**src/rtl/alu_mb_seq.sv**
```systemverilog
`default_nettype none
// ============================================================================
// Module      : alu_mb_seq
// Description : Multi-byte add/subtract sequencer. Latches two NBYTES*8-bit
//               operands on an accepted start, walks them through an external
//               combinational 8-bit ALU one byte per cycle (LSB first),
//               chains the carry between bytes, and assembles the wide result
//               together with carry, zero and signed-overflow flags.
// Revision    : 1.0 - initial release
// ----------------------------------------------------------------------------
// Ports:
//   clk       in   1           system clock, rising edge
//   rst       in   1           synchronous reset, active low
//   start     in   1           request pulse, accepted only while busy=0
//   op_a      in   NBYTES*8    operand A
//   op_b      in   NBYTES*8    operand B
//   op_sel    in   1           0 = add, 1 = subtract (a + ~b + cin)
//   op_cin    in   1           carry into byte 0 (1 for plain subtract)
//   alu_a     out  8           byte of A presented to the ALU
//   alu_b     out  8           byte of B presented to the ALU
//   alu_cin   out  1           carry into the ALU
//   alu_sel   out  1           ALU add/sub select
//   alu_y     in   8           ALU sum byte
//   alu_cout  in   1           ALU carry out
//   busy      out  1           operation in progress (RUN or DONE)
//   done      out  1           one-cycle pulse, result and flags valid
//   result    out  NBYTES*8    assembled result
//   cout      out  1           final carry (subtract: 1 = no borrow)
//   zero      out  1           result == 0
//   ovf       out  1           two's-complement overflow of full width
// ============================================================================
module alu_mb_seq #(
    parameter int NBYTES = 2
) (
    input  logic                  clk,
    input  logic                  rst,
    input  logic                  start,
    input  logic [NBYTES*8-1:0]   op_a,
    input  logic [NBYTES*8-1:0]   op_b,
    input  logic                  op_sel,
    input  logic                  op_cin,
    output logic [7:0]            alu_a,
    output logic [7:0]            alu_b,
    output logic                  alu_cin,
    output logic                  alu_sel,
    input  logic [7:0]            alu_y,
    input  logic                  alu_cout,
    output logic                  busy,
    output logic                  done,
    output logic [NBYTES*8-1:0]   result,
    output logic                  cout,
    output logic                  zero,
    output logic                  ovf
);

    localparam int c_width   = NBYTES * 8;
    // Keep the index at least one bit wide so NBYTES=1 still elaborates.
    localparam int c_idx_w   = (NBYTES > 1) ? $clog2(NBYTES) : 1;
    localparam logic [c_idx_w-1:0] c_last_idx = c_idx_w'(NBYTES - 1);

    localparam logic [1:0] c_st_idle = 2'd0;
    localparam logic [1:0] c_st_run  = 2'd1;
    localparam logic [1:0] c_st_done = 2'd2;

    logic [1:0]          r_state;
    logic [c_idx_w-1:0]  r_idx;
    logic [c_width-1:0]  r_a;
    logic [c_width-1:0]  r_b;
    logic                r_sel;
    logic                r_carry;
    logic [c_width-1:0]  r_result;
    logic                r_cout;
    logic                r_zero;
    logic                r_ovf;

    logic [7:0]          w_a_byte [NBYTES];
    logic [7:0]          w_b_byte [NBYTES];
    logic [7:0]          w_alu_a;
    logic [7:0]          w_alu_b;
    logic [c_width-1:0]  w_next_result;
    logic                w_a7;
    logic                w_beff7;
    logic                w_ovf;

    // Split the latched operands into byte lanes for the per-cycle mux.
    genvar g;
    generate
        for (g = 0; g < NBYTES; g++) begin : g_byte_lane
            assign w_a_byte[g] = r_a[8*g +: 8];
            assign w_b_byte[g] = r_b[8*g +: 8];
        end
    endgenerate

    // Byte select driven by the running index. Outside RUN the index rests
    // at 0, so the ALU sees byte 0 of whatever operands were last latched.
    always_comb begin
        w_alu_a = 8'h00;
        w_alu_b = 8'h00;
        for (int k = 0; k < NBYTES; k++) begin
            if (r_idx == c_idx_w'(k)) begin
                w_alu_a = w_a_byte[k];
                w_alu_b = w_b_byte[k];
            end
        end
    end

    // Result with the current ALU byte merged in; used both for the register
    // update and for the zero flag on the final byte, so that flag sees the
    // complete value in the same edge the last byte lands.
    always_comb begin
        w_next_result = r_result;
        for (int k = 0; k < NBYTES; k++) begin
            if (r_idx == c_idx_w'(k)) begin
                w_next_result[8*k +: 8] = alu_y;
            end
        end
    end

    // Signed overflow: both effective operands share a sign and the sum sign
    // differs. The effective B sign is inverted for subtract because the ALU
    // adds ~b.
    assign w_a7    = r_a[c_width-1];
    assign w_beff7 = r_b[c_width-1] ^ r_sel;
    assign w_ovf   = (w_a7 == w_beff7) && (alu_y[7] != w_a7);

    always_ff @(posedge clk) begin
        if (!rst) begin
            r_state  <= c_st_idle;
            r_idx    <= '0;
            r_a      <= '0;
            r_b      <= '0;
            r_sel    <= 1'b0;
            r_carry  <= 1'b0;
            r_result <= '0;
            r_cout   <= 1'b0;
            r_zero   <= 1'b0;
            r_ovf    <= 1'b0;
        end else begin
            case (r_state)
                c_st_idle: begin
                    if (start) begin
                        r_a      <= op_a;
                        r_b      <= op_b;
                        r_sel    <= op_sel;
                        r_carry  <= op_cin;
                        r_idx    <= '0;
                        // Previous result/flags are discarded on acceptance.
                        r_result <= '0;
                        r_cout   <= 1'b0;
                        r_zero   <= 1'b0;
                        r_ovf    <= 1'b0;
                        r_state  <= c_st_run;
                    end
                end

                c_st_run: begin
                    r_result <= w_next_result;
                    r_carry  <= alu_cout;
                    if (r_idx == c_last_idx) begin
                        r_cout  <= alu_cout;
                        r_zero  <= ~|w_next_result;
                        r_ovf   <= w_ovf;
                        r_idx   <= '0;
                        r_state <= c_st_done;
                    end else begin
                        r_idx   <= r_idx + c_idx_w'(1);
                    end
                end

                c_st_done: begin
                    // Single-cycle done; start is not looked at here.
                    r_state <= c_st_idle;
                end

                default: begin
                    r_state <= c_st_idle;
                end
            endcase
        end
    end

    assign alu_a   = w_alu_a;
    assign alu_b   = w_alu_b;
    assign alu_cin = r_carry;
    assign alu_sel = r_sel;

    assign busy    = (r_state != c_st_idle);
    assign done    = (r_state == c_st_done);
    assign result  = r_result;
    assign cout    = r_cout;
    assign zero    = r_zero;
    assign ovf     = r_ovf;

endmodule
`default_nettype wire
```
**config.mk**
```make
export PLATFORM = sky130hd
export DESIGN_NAME = alu_mb_seq
export DESIGN_NICKNAME = d
export VERILOG_FILES = /design/src/rtl/alu_mb_seq.sv
export SDC_FILE = /design/constraint.sdc
export NUM_CORES = 1
export LEC_CHECK = 0
export ABC_CLOCK_PERIOD_IN_PS = 4050
export CORE_MARGIN = 2
export CORE_UTILIZATION = 45
export CTS_BUF_LIST = sky130_fd_sc_hd__clkbuf_4 sky130_fd_sc_hd__clkbuf_8
export DETAILED_ROUTE_END_ITERATION = 7
export GPL_TIMING_DRIVEN = 1
export PLACE_DENSITY = 0.89
export SLEW_MARGIN = 20
export SYNTH_ARGS = -nofsm -noshare
export SYNTH_HDL_FRONTEND = slang
export SYNTH_SLANG_ARGS = --single-unit
```
**constraint.sdc**
```tcl
create_clock -name clk -period 4.05 [get_ports clk]
set_input_delay 1.215 -clock clk [delete_from_list [all_inputs] [get_ports clk]]
set_output_delay 1.215 -clock clk [all_outputs]
set_load 0.03 [all_outputs]
```
## Word-level counts from Yosys, hierarchy flattened

Index checks and enable logic that the tools add are counted.

- Bits in registers: 56
- Input port bits: 46
- Output and inout bits: 39
- Word-level logic and storage cells: 48

- Add/sub/neg operators: 1
- Equality and inequality tests: 6
- Mux-type cells: 20
- Bitwise gates (word level): 1
- Reduce and logical (&&, ||, !) cells: 10

Operators by type and width:

| cell | number |
|---|---|
| $mux W8 | 4 |
| $pmux W16 S2 | 1 |
| $mux W16 | 1 |
| $reduce_or A16 Y1 | 1 |
| $pmux W1 S2 | 5 |
| $mux W1 | 6 |
| $reduce_and A2 Y1 | 3 |
| $mux W2 | 2 |
| $ne A2 B2 Y1 const B | 2 |
| $pmux W2 S2 | 1 |
| $reduce_bool A2 Y1 | 2 |
| $reduce_and A3 Y1 | 1 |
| $eq A2 B1 Y1 const B | 1 |
| $eq A2 B2 Y1 const B | 1 |
| $logic_not A2 Y1 | 1 |
| $add A1 B1 Y1 const B | 1 |
| $eq A1 B1 Y1 | 1 |
| $logic_and A1 B1 Y1 | 1 |
| $logic_not A1 Y1 | 1 |
| $ne A1 B1 Y1 | 1 |
| $xor A1 B1 Y1 | 1 |

## Depth between registers and ports, before layout

Gate-level depths: netlist of run 1.

- Depth in word-level cells: 5
- Gate-level depth with buffers: 5
- Gate-level depth less buffers: 3

## Worst setup path before layout of run 1

OpenSTA, ideal clock, no wires.

- Path type: register to output
- Start point: reg r_idx
- End point: out alu_a[0]
- Arrival: 1.179 ns
- Data required time: 2.835 ns
- Slack: 1.656 ns
- Cell stages (with the launch flop): 4
- Buffers on the path: 2
- Path through: dfxtp_1 -> buf_2 -> buf_2 -> mux2_2

- Word-level cells in the longest chain between the ends: 1

Ends and longest elaborated chain:

| item | line | text |
|---|---|---|
| start, declared | 66 | `logic [c_idx_w-1:0] r_idx;` |
| start signal, assigned | 166 | `r_idx <= r_idx + c_idx_w'(1);` |
| $mux W8 | 100 | `if (r_idx == c_idx_w'(k)) begin` |
| end, declared | 42 | `output logic [7:0] alu_a,` |

Every way passes these cells.

## Worst setup path after layout of run 1

- Start point: reg r_idx
- End point: out alu_b[7]

- Word-level cells in the longest chain between the ends: 1

Ends and longest elaborated chain:

| item | line | text |
|---|---|---|
| $mux W8 | 100 |  |
| end, declared | 43 | `output logic [7:0] alu_b,` |

Every way passes these cells.

==> flow_metrics.tcl, run 1 <==
set metrics [dict create \
    status "finished, final reports clean" \
    routed_wirelength_mm 5.68 \
    worstPathRequired_ns 2.83 \
    peakVddDrop_mv 0.175 \
    hold_viol 0 \
    relSlewSlack_pct 29.9 \
    path_cells "mux2_2 -> clkdlybuf4s50_1" \
    grt.total_usage_pct 20.2 \
    dr.pass1.iters 4 \
    finalInstanceArea_um2 3340 \
    worstMarginPinSlew_ns 1.05 \
    synth_top_area_share_pct 47.5 \
    p_leak_nw 1.23 \
    area_delta_synth_final_pct 41.8 \
    critical_path_buf_inv_count 1 \
    vias 2043 \
    synth_top_area_cell "dfxtp_1" \
    fin_crit_ns 3.60 \
    power.density_nw_per_um2 364 \
    clk_pin_slew_ns 0.10 \
    insertedDiodeCount 0 \
    syn_area_um2 2360 \
    post_dp_cell_area_um2 3230 \
    synthesis.nets 309 \
    ant_nets 0 \
    ctsResizeCount 0 \
    avgRoutedWirePerCell_um 13.9 \
    cts-hold-fix-buffers 0 \
    rsz0062_at_grt "false" \
    start_util_pct 46.5 \
    crit_family "flip-flops" \
    gp_congestion 0.885 \
    grt_max_degree 46 \
    port_buffers 84 \
    h-tree-depth 2 \
    crit_fanout 22 \
    grt_pass1_vias 1950 \
    cts_buffers 5 \
    maxSlewViolCount 0 \
    endpoint_kind "output pin" \
    cpPeakStageDelay_ns 1.03 \
    place_ws_ns 0.852 \
    dp_hpwl_mm 4.03 \
    postSynthAreaPerCell_um2 8.97 \
    start_kind "flop" \
    finalWorstSetupSlack_ns 0.455 \
    cp.arrival_ns 2.38 \
    synth_area_leaders "dfxtp_1 (48%), nand2_1 (12%), mux2_2 (7.6%)" \
    antenna_found_initial 0 \
    core_um2 5070 \
    root_buffer "clkbuf_8" \
    ys_seq_area_share_pct 47.5 \
    drtIter0Drc 144 \
    setup_violations 0 \
    synth_warnings 0 \
    final_layout_size_suffix_gt1_share_pct 8.85 \
    die-width_um 76.4 \
    hp-class "reg2reg" \
    utilization_pct 65.9 \
    grt_pass1_wl_mm 9.60 \
    tritoncts "built" \
    synth_cells 263 \
    cp_slowest_cell "dfxtp_1" \
    synth-seq-cells 56 \
    die_height_um 76.4 \
    num_rows 26 \
    drc 0 \
    post_cts_buffers 0 \
    tns_ns 0 \
    clock_sinks 56 \
    io_pins 85 \
    worst-setup-path-type "reg2out" \
    max_freq_mhz 278 \
    fill_cells 421 \
    synth.distinct_cells 34 \
    ctsLongestPathBuffers 2 \
    clk_latency_ns 0.31 \
    skew_ns 0.00772 \
    viasPerCell 5.00 \
    grt_overflow 0 \
    die_area_um2 5840 \
    regToRegSetupSlack_ns 2.00 \
    drv_cap 0 \
    nNetsFinal 384 \
    period_share_pct 88.8 \
]
path summary, 6_finish.rpt:
check                 startpoint                   to  depth (start not counted)
max           r_idx$_SDFFE_PN0P_             alu_b[7]                          2
min reg2reg  r_a[1]$_SDFFE_PN0P_  r_a[1]$_SDFFE_PN0P_                          2
min          r_a[1]$_SDFFE_PN0P_  r_a[1]$_SDFFE_PN0P_                          2
max reg2reg   r_idx$_SDFFE_PN0P_     ovf$_SDFFE_PN0P_                          3
cells in the mapped netlist:
cell	instances
nand2_1	76
dfxtp_1	56
a21boi_1	23
a21boi_0	21
mux2_2	16
nand3_1	10
buf_2	9
clkbuf_1	9
a22o_1	7
nor4_1	4
nand2b_1	3
nor2_1	3
inv_1	2
mux2i_1	2
nand4_1	2
or3b_1	2
a31oi_1	1
a32o_1	1
a32oi_1	1
and2_1	1
and3_1	1
and3b_1	1
and4_1	1
buf_1	1
buf_6	1
nand3b_1	1
nor2b_1	1
nor3b_1	1
nor3b_2	1
nor4bb_1	1
o21ai_0	1
o21ai_1	1
or2_2	1
xnor2_1	1
worst reg2reg max path, cell delays in order (launching register included):
cell and delay, ns:
dfxtp_1 1.03, and3b_1 0.56, nor2_1 0.10, a32o_1 0.26
cell type report:
| cell class | count | area [um^2] | area share (%) |
|---|---|---|---|
| Sequential cell | 56 | 1120 | 33.5 |
| Inverter | 2 | 7.51 | 0.224 |
| Multi-Input combinational cell | 185 | 1140 | 34.2 |
| Clock inverter | 3 | 46.3 | 1.38 |
| Clock buffer | 5 | 68.8 | 2.06 |
| Tap cell | 70 | 87.6 | 2.62 |
| Timing Repair Buffer | 88 | 871 | 26.0 |
logic make-up after synthesis:
| kind of cell | count (synthesis) | share of synthesized area (%) |
|---|---|---|
| AND/OR/NAND/NOR | 110 | 21.2 |
| AO/OA/AOI/OAI | 56 | 18.1 |
| flip-flops | 56 | 47.5 |
| buffers and inverters | 22 | 4.30 |
| multiplexers | 18 | 8.49 |
| XOR/XNOR | 1 | 0.371 |
report_power, final:
part           total, W  internal, W  leakage [nW]  switching, W
clock          0.000374     0.000187        0.0548      0.000187
sequential     0.000606     0.000580         0.458     0.0000257
combinational  0.000237     0.000121         0.717      0.000116
total           0.00122     0.000888          1.23      0.000329
flip-flops by register name, summed over array words and instances, names as in the netlist:
signal   count
zero         1
result      16
ovf          1
alu_sel      1
cout         1
r_idx        1
r_a         16
r_state      2
alu_cin      1
r_b         16
layer usage:
metal	vias to the layer above	GRT usage [%]	part of all wire, %
met3	4	5.57	6.1
met1	927	25.6	45
met4	0	4.55	0.67
met2	66	34.4	48
li1	1046	-	-
met5	-	0	0
metrics by stage:
stage	std cells	hold WS, ns	power (W)
final	409	0.463	0.00122
after global routing	409	0.482	0.00128
after CTS	409	0.462	0.00123
after detailed placement	401	0.448	0.000856
after global placement	401	0.440	0.000850
after floorplan	263	0.432	0.000746
cell usage in the layout, fill, tap and decap left out, types with 2 or more instances in the layout:
cell,netlist,routed
a21boi_0,21,21
a21boi_1,23,23
a22o_1,7,7
buf_4,0,4
clkbuf_8,0,5
clkdlybuf4s50_1,0,84
dfxtp_1,56,56
inv_1,2,2
mux2_2,16,16
mux2i_1,2,2
nand2_1,76,76
nand2b_1,3,3
nand3_1,10,10
nand4_1,2,2
nor2_1,3,3
nor4_1,4,4
or3b_1,2,2
(Power assumes the default switching activity.)
==> run 2, diff against run 1 <==
--- a/config.mk
+++ b/config.mk
@@ -11,7 +11,7 @@
 export CTS_BUF_LIST = sky130_fd_sc_hd__clkbuf_4 sky130_fd_sc_hd__clkbuf_8
 export DETAILED_ROUTE_END_ITERATION = 7
 export GPL_TIMING_DRIVEN = 1
-export PLACE_DENSITY = 0.89
+export PLACE_DENSITY = 0.8
 export SLEW_MARGIN = 20
 export SYNTH_ARGS = -nofsm -noshare
 export SYNTH_HDL_FRONTEND = slang
==> run 2 against run 1 <==
Compared with the run above: worst hold slack got worse by 0.010 ns; clock skew decreased by 0.0016 ns; fmax is 4.2% higher; total power fell by 4.9%; utilization down 0.35 points; highest routed layer unchanged; via count grew 2.6%; critical endpoint is now alu_b[0].
==> flow_metrics.tcl, run 2 (same netlist as run 1, synthesis figures left out) <==
set metrics [dict create \
    comb_power_share_pct 20.4 \
    critical_path_buf_inv_count 1 \
    vias 2097 \
    rsz0062_at_grt "false" \
    final_layout_size_suffix_gt1_share_pct 8.85 \
    drtIter0Drc 86 \
    tns_ns 0 \
    p_leak_nw 1.22 \
    maxSlewViolCount 0 \
    crit_family "flip-flops" \
    grt.total_usage_pct 19.1 \
    die_area_um2 5840 \
    grt_pass1_vias 1975 \
    dp_hpwl_mm 3.89 \
    drc 0 \
    routed_wirelength_mm 5.44 \
    mostFrequentLayoutCell "clkdlybuf4s50_1" \
    clock_sinks 56 \
    worstPathRequired_ns 2.83 \
    core_um2 5070 \
    antenna_found_initial 0 \
    path_cells "mux2_2 -> clkdlybuf4s50_1" \
    cp.arrival_ns 2.23 \
    tritoncts "built" \
    peakVddDrop_mv 0.190 \
    worst-setup-path-type "reg2out" \
    drv_cap 0 \
    avgRoutedWirePerCell_um 13.3 \
    seqPwrFrac_pct 52.2 \
    p_sw_share_pct 27.5 \
    ctsResizeCount 0 \
    cp_slowest_cell "dfxtp_1" \
    ctsLongestPathBuffers 2 \
    h-tree-depth 2 \
    grt_max_degree 28 \
    clk_pin_slew_ns 0.10 \
    hold_viol 0 \
    status "finished, final reports clean" \
    area_delta_synth_final_pct 41.1 \
    cts_buffers 5 \
    nNetsFinal 384 \
    hp-class "reg2reg" \
    endpoint_kind "output pin" \
    start_kind "flop" \
    max_freq_mhz 290 \
    critical_path_cell_count 2 \
    fin_crit_ns 3.45 \
    root_buffer "clkbuf_8" \
    holdPathStages 2 \
    start_util_pct 46.5 \
    finalInstanceArea_um2 3330 \
    insertedDiodeCount 0 \
    post_cts_buffers 0 \
    utilization_pct 65.6 \
    cpPeakStageDelay_ns 0.90 \
    fill_cells 447 \
    die-width_um 76.4 \
    io_pins 85 \
    power.density_nw_per_um2 348 \
    period_share_pct 85.2 \
    skew_ns 0.00609 \
    switchingPower_w 0.000318 \
    post_dp_cell_area_um2 3230 \
    crit_fanout 22 \
    setup_violations 0 \
    gp_congestion 0.827 \
    die_height_um 76.4 \
    reg2reg_depth 4 \
    layout_common_cells "clkdlybuf4s50_1 (84), nand2_1 (76), dfxtp_1 (56), a21boi_1 (23), a21boi_0 (21)" \
    num_rows 26 \
    grt_overflow 0 \
    pwr-share-clk_pct 27.4 \
    viasPerCell 5.13 \
    worstMarginPinSlew_ns 0.874 \
    cts-hold-fix-buffers 0 \
    regToRegSetupSlack_ns 2.01 \
    relSlewSlack_pct 41.7 \
    grt_pass1_wl_mm 9.20 \
    internal-power_w 0.000840 \
    port_buffers 84 \
    ant_nets 0 \
    dr.pass1.iters 4 \
    clk_latency_ns 0.30 \
]
[run 2: cell types whose count changed in the layout (fill, tap and decap cells not counted)]
| cell | delta |
|---|---|
| bufinv_16 | -1 |
| clkinvlp_4 | +1 |
| inv_6 | -1 |
| clkbuf_8 | +1 |
[run 2: per-stage QoR]
stage                     power, W  hold slack (ns)  std cells  setup slack, ns
after floorplan           0.000746            0.432        263             1.66
after global placement    0.000851            0.438        401            0.876
after detailed placement  0.000855            0.443        401            0.822
after CTS                  0.00117            0.457        409            0.541
after global routing       0.00122            0.473        409            0.470
final                      0.00116            0.453        409            0.601
[run 2: cell type report]
cell class                      instances  area, um^2  share of cell area [%]
Inverter                                2        7.51                   0.226
Clock buffer                            6        82.6                    2.48
Timing Repair Buffer                   88         871                    26.2
Sequential cell                        56        1120                    33.7
Tap cell                               70        87.6                    2.63
Clock inverter                          2        15.0                   0.451
Multi-Input combinational cell        185        1140                    34.3
[run 2: power groups by stage]
stage	Sequential (W)	Clock, W	Combinational [W]
6_report	0.000604	0.000317	0.000237
5_1_grt	0.000609	0.000350	0.000255
4_1_cts	0.000605	0.000324	0.000239
3_5_place_dp	0.000617	0	0.000237
3_3_place_gp	0.000616	0	0.000235
2_1_floorplan	0.000621	0	0.000126
[run 2: layer usage]
metal | GRT usage, % | vias to the layer above | wire length (um)
li1 | - | 1048 | -
met1 | 23.7 | 962 | 2530
met2 | 31.9 | 81 | 2510
met3 | 5.57 | 6 | 346
met4 | 6.55 | 0 | 43
met5 | 0 | - | 0
[run 2: final timing paths]
| kind | from | endpoint |
|---|---|---|
| hold / removal | r_b[7]$_SDFFE_PN0P_ | r_b[7]$_SDFFE_PN0P_ |
| setup reg to reg | r_state[0]$_SDFFE_PN0P_ | result[12]$_SDFFE_PN0P_ |
| hold reg to reg | r_b[7]$_SDFFE_PN0P_ | r_b[7]$_SDFFE_PN0P_ |
| setup / recovery | r_idx$_SDFFE_PN0P_ | alu_b[0] |
[run 2: worst reg2reg max path, cell delays in order, from the launching register on]
cell and delay [ns]:
dfxtp_1 0.60, or3b_1 0.70, buf_4 0.40, nand3_1 0.12, a21boi_1 0.16
